==> src/rtl/mlp_mem_loader.sv <==
// Streams host words into the MLP W1/B1/W2/B2/input memories in a fixed order,
// then holds mem_ready until the layer controller releases it.
//   state | meaning
//   IDLE  | waiting for load_start
//   LD_W1 | loading layer-1 weights
//   LD_B1 | loading layer-1 biases
//   LD_W2 | loading layer-2 weights
//   LD_B2 | loading layer-2 biases
//   LD_IN | loading the input vector
//   READY | memories complete, mem_ready high
module mlp_mem_loader #(
    parameter int WORD_W = 32,
    parameter int N_W1   = 32,
    parameter int N_B1   = 4,
    parameter int N_W2   = 8,
    parameter int N_B2   = 2,
    parameter int N_IN   = 8,
    parameter int ADDR_W = 5
) (
    input  logic              clk,
    input  logic              rst,
    input  logic              load_start,
    input  logic              inputs_only,
    input  logic              s_valid,
    output logic              s_ready,
    input  logic [WORD_W-1:0] s_data,
    output logic [WORD_W-1:0] wr_data,
    output logic [ADDR_W-1:0] wr_addr,
    output logic              w1_we,
    output logic              b1_we,
    output logic              w2_we,
    output logic              b2_we,
    output logic              in_we,
    output logic              mem_ready,
    input  logic              mem_release,
    output logic              busy,
    output logic              load_err
);

    typedef enum logic [2:0] {
        IDLE  = 3'd0,
        LD_W1 = 3'd1,
        LD_B1 = 3'd2,
        LD_W2 = 3'd3,
        LD_B2 = 3'd4,
        LD_IN = 3'd5,
        READY = 3'd6
    } state_t;

    state_t            state, state_next, start_state;
    logic [ADDR_W-1:0] cnt;
    logic              weights_valid;
    logic              sec_last;
    logic              xfer;

    assign s_ready   = (state == LD_W1) || (state == LD_B1) || (state == LD_W2) ||
                       (state == LD_B2) || (state == LD_IN);
    assign busy      = s_ready;
    assign mem_ready = (state == READY);
    assign xfer      = s_valid && s_ready;

    // An inputs-only request before any weights exist is promoted to a full load.
    assign start_state = (inputs_only && weights_valid) ? LD_IN : LD_W1;

    always_comb begin
        state_next = state;
        sec_last   = 1'b0;
        case (state)
            IDLE: begin
                if (load_start) state_next = start_state;
            end
            LD_W1: begin
                sec_last = (cnt == ADDR_W'(N_W1 - 1));
                if (xfer && sec_last) state_next = LD_B1;
            end
            LD_B1: begin
                sec_last = (cnt == ADDR_W'(N_B1 - 1));
                if (xfer && sec_last) state_next = LD_W2;
            end
            LD_W2: begin
                sec_last = (cnt == ADDR_W'(N_W2 - 1));
                if (xfer && sec_last) state_next = LD_B2;
            end
            LD_B2: begin
                sec_last = (cnt == ADDR_W'(N_B2 - 1));
                if (xfer && sec_last) state_next = LD_IN;
            end
            LD_IN: begin
                sec_last = (cnt == ADDR_W'(N_IN - 1));
                if (xfer && sec_last) state_next = READY;
            end
            READY: begin
                if (load_start)       state_next = start_state;
                else if (mem_release) state_next = IDLE;
            end
            default: state_next = IDLE;
        endcase
    end

    always_ff @(posedge clk or negedge rst) begin
        if (!rst) state <= IDLE;
        else      state <= state_next;
    end

    always_ff @(posedge clk or negedge rst) begin
        if (!rst) begin
            cnt           <= '0;
            wr_data       <= '0;
            wr_addr       <= '0;
            w1_we         <= 1'b0;
            b1_we         <= 1'b0;
            w2_we         <= 1'b0;
            b2_we         <= 1'b0;
            in_we         <= 1'b0;
            weights_valid <= 1'b0;
            load_err      <= 1'b0;
        end else begin
            w1_we    <= 1'b0;
            b1_we    <= 1'b0;
            w2_we    <= 1'b0;
            b2_we    <= 1'b0;
            in_we    <= 1'b0;
            load_err <= load_start && busy;
            if (xfer) begin
                wr_data <= s_data;
                wr_addr <= cnt;
                cnt     <= sec_last ? '0 : cnt + ADDR_W'(1);
                w1_we   <= (state == LD_W1);
                b1_we   <= (state == LD_B1);
                w2_we   <= (state == LD_W2);
                b2_we   <= (state == LD_B2);
                in_we   <= (state == LD_IN);
                if (state == LD_B2 && sec_last) weights_valid <= 1'b1;
            end
        end
    end

endmodule
==> config.mk <==
export PLATFORM = sky130hd
export DESIGN_NAME = mlp_mem_loader
export DESIGN_NICKNAME = d
export VERILOG_FILES = /design/src/rtl/mlp_mem_loader.sv
export SDC_FILE = /design/constraint.sdc
export NUM_CORES = 1
export LEC_CHECK = 0
export CORE_ASPECT_RATIO = 0.8
export CORE_MARGIN = 8
export CORE_UTILIZATION = 40
export CTS_BUF_LIST = sky130_fd_sc_hd__clkbuf_16
export DETAILED_ROUTE_END_ITERATION = 12
export PLACE_DENSITY = 0.73
export SKIP_CTS_REPAIR_TIMING = 1
export SKIP_LAST_GASP = 1
export SLEW_MARGIN = 5
export SYNTH_ARGS = -nofsm -noshare
export SYNTH_HDL_FRONTEND = slang
export SYNTH_SLANG_ARGS = --single-unit
==> constraint.sdc <==
create_clock -name clk -period 2.7 [get_ports clk]
set_input_delay 0.81 -clock clk [delete_from_list [all_inputs] [get_ports clk]]
set_output_delay 0.81 -clock clk [all_outputs]
set_load 0.02 [all_outputs]
# Yosys cells after proc, flatten, opt, wreduce, memory -nomap -nowiden
# Cells that the tools add are included.
# Widths: inputs -> output; s select.
# word_totals
in_bits	38
latch_bits	0
regBits	52
romBits	0
elab_cells	62
memories	0
mem_bits_rw	0
output_inout_bits	46
# classes
add_sub_neg	1
bitwise_logic	0
shifts	0
n_reduce_logical	16
muxes	17
n_mul	0
order_cmp	0
n_div	0
eq_ne	17
# op_table
cell	count
$mux 3	9
$pmux 3 s7	1
$eq 3x3->1 const B	3
$logic_and 1x1->1	8
$reduce_and 7->1	1
$eq 3x2->1 const B	2
$ne 2x1->1 const B	3
$ne 2x2->1 const B	3
$add 5x1->5 const B	1
$eq 5x1->1 const B	1
$eq 5x2->1 const B	1
$eq 5x3->1 const B	1
$eq 5x5->1 const B	1
$mux 1	5
$mux 5	1
$logic_or 1x1->1	4
$pmux 1 s4	1
$eq 3x1->1 const B	1
$logic_not 3->1	1
$ne 3x2->1 const B	1
$reduce_and 2->1	1
$reduce_or 2->1	1

# Logic depth before layout (Yosys ltp)
# Gate-level depths: netlist of the first run.
# depth
word_depth	9
ltp_mapped	8
ltp_nobuf	8

# Worst setup path before layout of the first run
# OpenSTA, ideal clock, no wires.
# synth_path
path_type	register -> register
start	reg cnt[0]
end	reg weights_valid
path_buffers	0
slack_ps	835
setup_ps	118
synth_period_minus_slack_ps	1865
required_ps	2582
stages_incl_launch_ff	9
arrival_ps	1747
cell_sequence	dfrtp_1 > ha_1 > and3_2 > ha_1 > nor4bb_1 > a31oi_1 > nand2_1 > a21o_4 > a21o_1
# synth_via
elab_chain_cells	4
elab_cells_between_ends	7
cone_classes	eq/ne (4); mux (1); reduce/logical (2)
# synth_lines
element	line_no	text
start: declaration	51	logic [ADDR_W-1:0] cnt;
start signal: assignment	127	cnt <= sec_last ? '0 : cnt + ADDR_W'(1);
$eq 5x3->1 (tied with other cells)	81, 89	
$pmux 1 s4 *	68	case (state)
$logic_and 1x1->1 *	133	if (state == LD_B2 && sec_last) weights_valid <= 1'b1;
$reduce_and 2->1 (no line) *	-	
end signal: assignment	115	weights_valid <= 1'b0;
end signal: assignment	133	
end: declaration	52	logic weights_valid;
# Every way passes the cells marked *; elsewhere a longest branch is shown, timed or not.
# A chain may end at the register's enable or synchronous reset.

# Worst setup path after layout of the first run
# layout_path
start	reg state[1]
end	out s_ready
# layout_via
elab_chain_cells	5
elab_cells_between_ends	9
cone_classes	eq/ne (5); reduce/logical (4)
# layout_lines
element	line_no	text
start: declaration	50	state_t state, state_next, start_state;
start signal: assignment	102	else state <= state_next;
$eq 3x1->1 or $eq 3x2->1 (tied branches)	56	assign s_ready = (state == LD_W1) || (state == LD_B1) || (state == LD_W2) ||
$logic_or 1x1->1 (3 in series)	56	
$logic_or 1x1->1 *	57	(state == LD_B2) || (state == LD_IN);
end: declaration	25	output logic s_ready,
# Marks and branches as above.

==> impl_metrics.tcl, run 1 <==
set metrics [dict create \
    grt_pass1_vias 1926 \
    hold_viol_final 0 \
    route.met3.wl_microns 617 \
    dieArea_sq_um 8530 \
    vdd_drop_max_uv 463 \
    clockBufferDepth 2 \
    worstMarginPinSlew_ps 633 \
    fillers 516 \
    clkSinkCount 52 \
    period_share_pct 95.2 \
    cts_root_buffer "clkbuf_16" \
    grt_antenna_before_repair 0 \
    start_util_pct 40.5 \
    viasPerCell 4.67 \
    wl_met2_mm 2.37 \
    worstSetupPathDepth 3 \
    synth_seq_cells 52 \
    clock_skew_ps 6.71 \
    final_cell_mix "124 x nand2_1, 82 x clkdlybuf4s50_1, 52 x dfrtp_1" \
    multi_input_area_sq_um 921 \
    final_core_util_pct 59.2 \
    period_needed_ps 2570 \
    antenna_cells 0 \
    layout_commonest_cell "nand2_1" \
    netlist_area_sq_um 2330 \
    place.gp.congestion 0.870 \
    leakage_nw 1.61 \
    synth_area_leaders "dfrtp_1 56%, nand2_1 20%, buf_2 2.1%, ha_1 1.6%, buf_4 1.3%" \
    crit_path_end_kind "output pin" \
    crit_slowest_cell "clkdlybuf4s50_1" \
    seq_area_frac_synth_pct 55.9 \
    worst_ep_arrival_time_ps 1760 \
    cts_made_buffers 5 \
    crit_type "reg2out" \
    cp_cell_sequence "nor3_2, a21oi_2, clkdlybuf4s50_1" \
    vias 1953 \
    die_x_microns 101 \
    nets 377 \
    core-area_sq_um 5760 \
    status "finished, final reports clean" \
    areaGrowthSynthToFinish_pct 46.2 \
    grt_max_degree 28 \
    clock.fmax_mhz 389 \
    setup_viol 0 \
    worstHoldPathType "reg2reg" \
    reg2regPathDepth 8 \
    rows 25 \
    synth_top_area_cell "dfrtp_1" \
    relSlewSlack_pct 57.8 \
    m1WireLength_mm 2.60 \
    crit_path_start_kind "flop" \
    first_pass_iters 4 \
    syn_inst 254 \
    clk_latency_ps 280 \
    drive_above_1_share_pct 8.31 \
    gr-usage-all-layers_pct 13.5 \
    cts_tree "yes" \
    drt-total-wl_mm 5.60 \
    power_density_nw_per_um2 827 \
    synth_top_area_share_pct 55.9 \
    hpwl_mm 4.17 \
    io_pins 84 \
    cp.required_ps 1890 \
    wl_per_cell_microns 13.4 \
    die_h_microns 84.2 \
    critPathMaxFanout 10 \
    portBuffers 83 \
    ant_nets 0 \
    drt-initial-drc-count 43 \
    clk_pin_slew_ps 60 \
    min_delay_path_depth 1 \
    yosysWarnings 0 \
    ctsHtreeMaxLevel 2 \
    grt_pass1_wl_mm 9.55 \
    max_stage_delay_ps 650 \
    rsz0062_at_grt "false" \
    synth.distinct_cells 42 \
    crit_family "buffers and inverters" \
    synthesis.nets 295 \
    grt.overflow.total 0 \
    drv_cap 0 \
    layout.area.seq_sq_um 1300 \
    routed.top_layer "met4" \
    slew_viol_final 0 \
    critical_path_buf_inv_count 1 \
    fin_tns_setup_ps 0 \
    drc 0 \
    syn_area_per_cell_sq_um 9.17 \
]
-- synthesized netlist by cell type (all sizes together) --
| master | instances |
|---|---|
| nand3 | 2 |
| o2bb2ai | 1 |
| a21o | 2 |
| nor3b | 2 |
| nor2b | 3 |
| a31oi | 2 |
| nor4bb | 1 |
| buf | 15 |
| nor4b | 2 |
| inv | 2 |
| nand4 | 1 |
| mux2 | 1 |
| o311ai | 1 |
| and4bb | 1 |
| clkbuf | 2 |
| mux2i | 1 |
| nand2b | 3 |
| and3b | 1 |
| and2 | 4 |
| o21ai | 8 |
| dfrtp | 52 |
| a21oi | 3 |
| nor3 | 4 |
| and3 | 1 |
| ha | 3 |
| nand3b | 1 |
| nor2 | 5 |
| a22oi | 1 |
| o211ai | 1 |
| a221oi | 1 |
| o21ba | 1 |
| o31ai | 2 |
| nand2 | 124 |
-- cell families after synthesis --
group	count (synthesis)	share of synthesized area [%]
fa+ha+maj	3	1.61
simple gates	155	29.4
mux	2	1.07
compound gates	23	7.47
flops	52	55.9
buf+inv	19	4.57
-- layer usage --
metal | track usage (%) | vias up
met5 | 0 | -
met4 | 2.02 | 0
met1 | 18.3 | 894
met3 | 5.21 | 2
met2 | 20.1 | 79
li1 | - | 978
-- stage by stage --
stage,total power [mW],hold WS (ps),setup WS (ps),instance area (sq um),std cells
2_1_floorplan,1.69,428,835,2330,254
3_3_place_gp,2.11,440,414,3240,410
3_5_place_dp,2.13,450,395,3240,410
4_1_cts,2.85,464,113,3400,418
5_1_grt,3.00,485,14.1,3400,418
6_report,2.82,460,131,3400,418
-- area by class of cell --
type	count	area share, %
clock buffers	5	3.68
well taps	81	2.98
inverters	2	0.221
flip-flops and latches	52	38.2
multi-input cells	183	27.0
repair buffers	92	26.6
clock inverters	3	1.25
-- worst paths after layout --
kind | startpoint | endpoint | slack, ps
worst max-delay path | state[1] | s_ready | 130
worst min-delay path | weights_valid | weights_valid | 460
worst max register to register | cnt[0] | weights_valid | 660
worst min register to register | weights_valid | weights_valid | 460
max in group asynchronous | rst | cnt[0] | 1600
min in group asynchronous | rst | wr_data[10] | 540
-- state kept, by name (all words and copies together) (netlist names) --
name / flops
b2_we: 1
wr_data: 32
cnt: 5
in_we: 1
w1_we: 1
w2_we: 1
weights_valid: 1
wr_addr: 5
b1_we: 1
state: 3
load_err: 1
-- where the power goes --
group / switching (mW) / internal, mW
registers: 0.133 / 0.958
clock network: 0.273 / 0.437
logic: 0.516 / 0.498
-- worst register-to-register path: stages, from the launching register on --
cell	delay, ps
dfrtp_1	430
ha_1	280
and3_2	230
ha_1	210
nor4bb_1	130
a31oi_1	130
nand2_1	100
a21o_4	230
a21o_1	180
No activity file was read; power rests on OpenSTA's default activity.
==> inputs of run 2 (changes only) <==
Settings changed: TNS_END_PERCENT set to 30.
==> results of run 2 <==
The final DEF is identical to that of run 1; final timing and power are the same.
==> inputs of run 3 (changes only) <==
Settings changed: ABC_AREA set to 1, PLACE_DENSITY 0.73 to 0.74.
==> impl_metrics.tcl, run 3 <==
set metrics [dict create \
    critical_path_buf_inv_count 3 \
    viasPerCell 4.56 \
    crit-reg2reg-launch "cnt[0]" \
    cp.required_ps 1890 \
    rsz0062_at_grt "false" \
    reg2reg_to "cnt[1]" \
    core-area_sq_um 5440 \
    antenna_cells 0 \
    cts_tree "yes" \
    period_needed_ps 2560 \
    crit_path_end_kind "output pin" \
    synth_top_area_share_pct 57.9 \
    crit_type "reg2out" \
    hold_end "weights_valid" \
    layout_commonest_cell "nand2_1" \
    cp_cell_sequence "nand2_1, inv_1, nand2_1, inv_1, clkdlybuf4s50_1" \
    drt-initial-drc-count 59 \
    gr-usage-all-layers_pct 14.3 \
    worst_ep_arrival_time_ps 1750 \
    vias 1943 \
    first_pass_iters 4 \
    areaGrowthSynthToFinish_pct 47.2 \
    die_x_microns 99.8 \
    synth_area_leaders "dfrtp_1 58%, nand2_1 21%, inv_1 3.0%, nor2_1 2.7%, o21ai_0 2.5%" \
    clock.fmax_mhz 391 \
    combPwrFrac_pct 50.8 \
    power_density_nw_per_um2 1210 \
    drv_cap 0 \
    dp.cells 418 \
    clockBufferDepth 2 \
    fillers 485 \
    fin_tns_setup_ps 0 \
    worstMarginPinSlew_ps 323 \
    finalNonFillerCells 426 \
    yosysWarnings 0 \
    ctsHtreeMaxLevel 2 \
    grt_pass1_wl_mm 9.79 \
    clock_skew_ps 1.85 \
    nets 388 \
    syn_area_per_cell_sq_um 8.54 \
    hpwl_mm 4.31 \
    vdd_drop_max_uv 538 \
    grt.overflow.total 0 \
    ant_nets 0 \
    die_h_microns 83.0 \
    async_reset_ff_share_pct 100 \
    clkSinkCount 52 \
    largest_reg_flops 32 \
    worstHoldPathType "reg2reg" \
    clk_pin_slew_ps 70 \
    start_util_pct 41.3 \
    p_total_mw 4.00 \
    cts_root_buffer "clkbuf_16" \
    synth_edf_count 0 \
    seq_area_frac_synth_pct 57.9 \
    period_share_pct 94.7 \
    status "finished, final reports clean" \
    synth_top_flop_cell "dfrtp_1" \
    cts_made_buffers 5 \
    p_clk_share_pct 15.6 \
    crit_slowest_cell "clkdlybuf4s50_1" \
    syn_inst 263 \
    setup_viol 0 \
    crit_family "buffers and inverters" \
    synth_top_area_cell "dfrtp_1" \
    slew_viol_final 0 \
    drive_above_1_share_pct 4.89 \
    netlist_area_sq_um 2250 \
    largestRegisters "wr_data: 32 flops, cnt: 5 flops, wr_addr: 5 flops" \
    final_cell_mix "124 x nand2_1, 82 x clkdlybuf4s50_1, 52 x dfrtp_1" \
    intPower_mw 2.34 \
    clk_latency_ps 280 \
    place.gp.congestion 0.814 \
    dieArea_sq_um 8280 \
    design_area_sq_um 3310 \
    top_register "wr_data" \
    postPlaceCellArea_sq_um 3160 \
    rows 24 \
    grt_max_degree 53 \
    grt_pass1_vias 1955 \
    reg2regPathDepth 9 \
    pwr-share-seq_pct 33.7 \
    leakage_nw 1.64 \
    relSlewSlack_pct 78.3 \
    grt_antenna_before_repair 0 \
    synth_seq_cells 52 \
    yosysMostFrequentCell "nand2_1" \
    synthTopCellsByCount "124 x nand2_1, 52 x dfrtp_1, 18 x inv_1, 16 x nor2_1, 11 x o21ai_0" \
    drt-total-wl_mm 5.74 \
    synthesis.nets 304 \
    p_sw_mw 1.65 \
    synth.distinct_cells 22 \
    max_stage_delay_ps 600 \
    wl_per_cell_microns 13.5 \
    final_core_util_pct 60.8 \
    min_delay_path_depth 1 \
    io_pins 84 \
    hp-start "weights_valid" \
    reg2reg_slack_ps 1020 \
    critPathMaxFanout 5 \
    crit_path_start_kind "flop" \
    swShare_pct 41.3 \
    portBuffers 83 \
    hold_viol_final 0 \
    drc 0 \
]
==> run 3: cell count changes after synthesis, sizes merged, moves of 3 or more <==
cell,delta
o21bai,+5
o21ai,+4
nor2b,-3
nand3,+10
inv,+17
nand2b,-3
and2,-4
buf,-6
nor2,+13
==> run 3: cells by family after synthesis <==
family / Yosys count / share of synthesized area (%)
adder cells (fa/ha/maj): 3 / 1.67
buffers and inverters: 28 / 5.68
flip-flops: 52 / 57.9
XOR/XNOR: 2 / 0.780
AND/OR/NAND/NOR: 159 / 29.1
AO/OA/AOI/OAI: 19 / 4.79
==> run 3: worst max-delay path by stage <==
stage,start,endpoint,slack [ps],depth (start not counted)
global placement,s_valid,state[2],450,8
CTS,state[1],mem_ready,140,5
global route,state[2],s_ready,30,5
finish,state[1],mem_ready,140,5
floorplan,state[0],s_ready,880,5
detailed placement,s_valid,state[2],370,8
==> run 3: metrics by stage <==
stage               worst slack (ps)  hold slack [ps]
detailed placement               372              465
global placement                 447              461
floorplan                        882              444
global route                    29.6              503
CTS                              137              483
finish                           143              476
==> run 3: power by group through the flow <==
| stage | logic (mW) | clock network (mW) | registers, mW |
|---|---|---|---|
| 3_3_place_gp | 2.03 | 0 | 1.34 |
| 3_5_place_dp | 2.05 | 0 | 1.36 |
| 2_1_floorplan | 0.811 | 0 | 1.68 |
| 6_report | 2.03 | 0.622 | 1.35 |
| 5_1_grt | 2.25 | 0.675 | 1.39 |
| 4_1_cts | 2.06 | 0.640 | 1.35 |
==> run 3: routing by layer <==
layer  up-vias  wire (microns)  global-route usage [%]
met3         5             405                    4.17
li1        974               -                       -
met4         0              40                    3.29
met2        48            2570                    21.3
met5         -               0                       0
met1       916            2720                    19.8
==> run 3: cell type report <==
class | count | area [sq um] | area share [%]
Sequential cell | 52 | 1300 | 39.4
Tap cell | 78 | 97.6 | 2.95
Clock buffer | 5 | 125 | 3.79
Clock inverter | 3 | 17.5 | 0.530
Inverter | 19 | 73.8 | 2.23
Multi-Input combinational cell | 183 | 817 | 24.7
Timing Repair Buffer | 86 | 873 | 26.4
==> run 3: worst register-to-register path: stages, from the launching register on <==
cell	delay, ps
dfrtp_1	410
ha_1	250
nand2_1	110
nor2_1	60
ha_1	170
inv_1	70
o21ai_0	80
nor2_1	170
nand2_1	120
o21ai_0	170
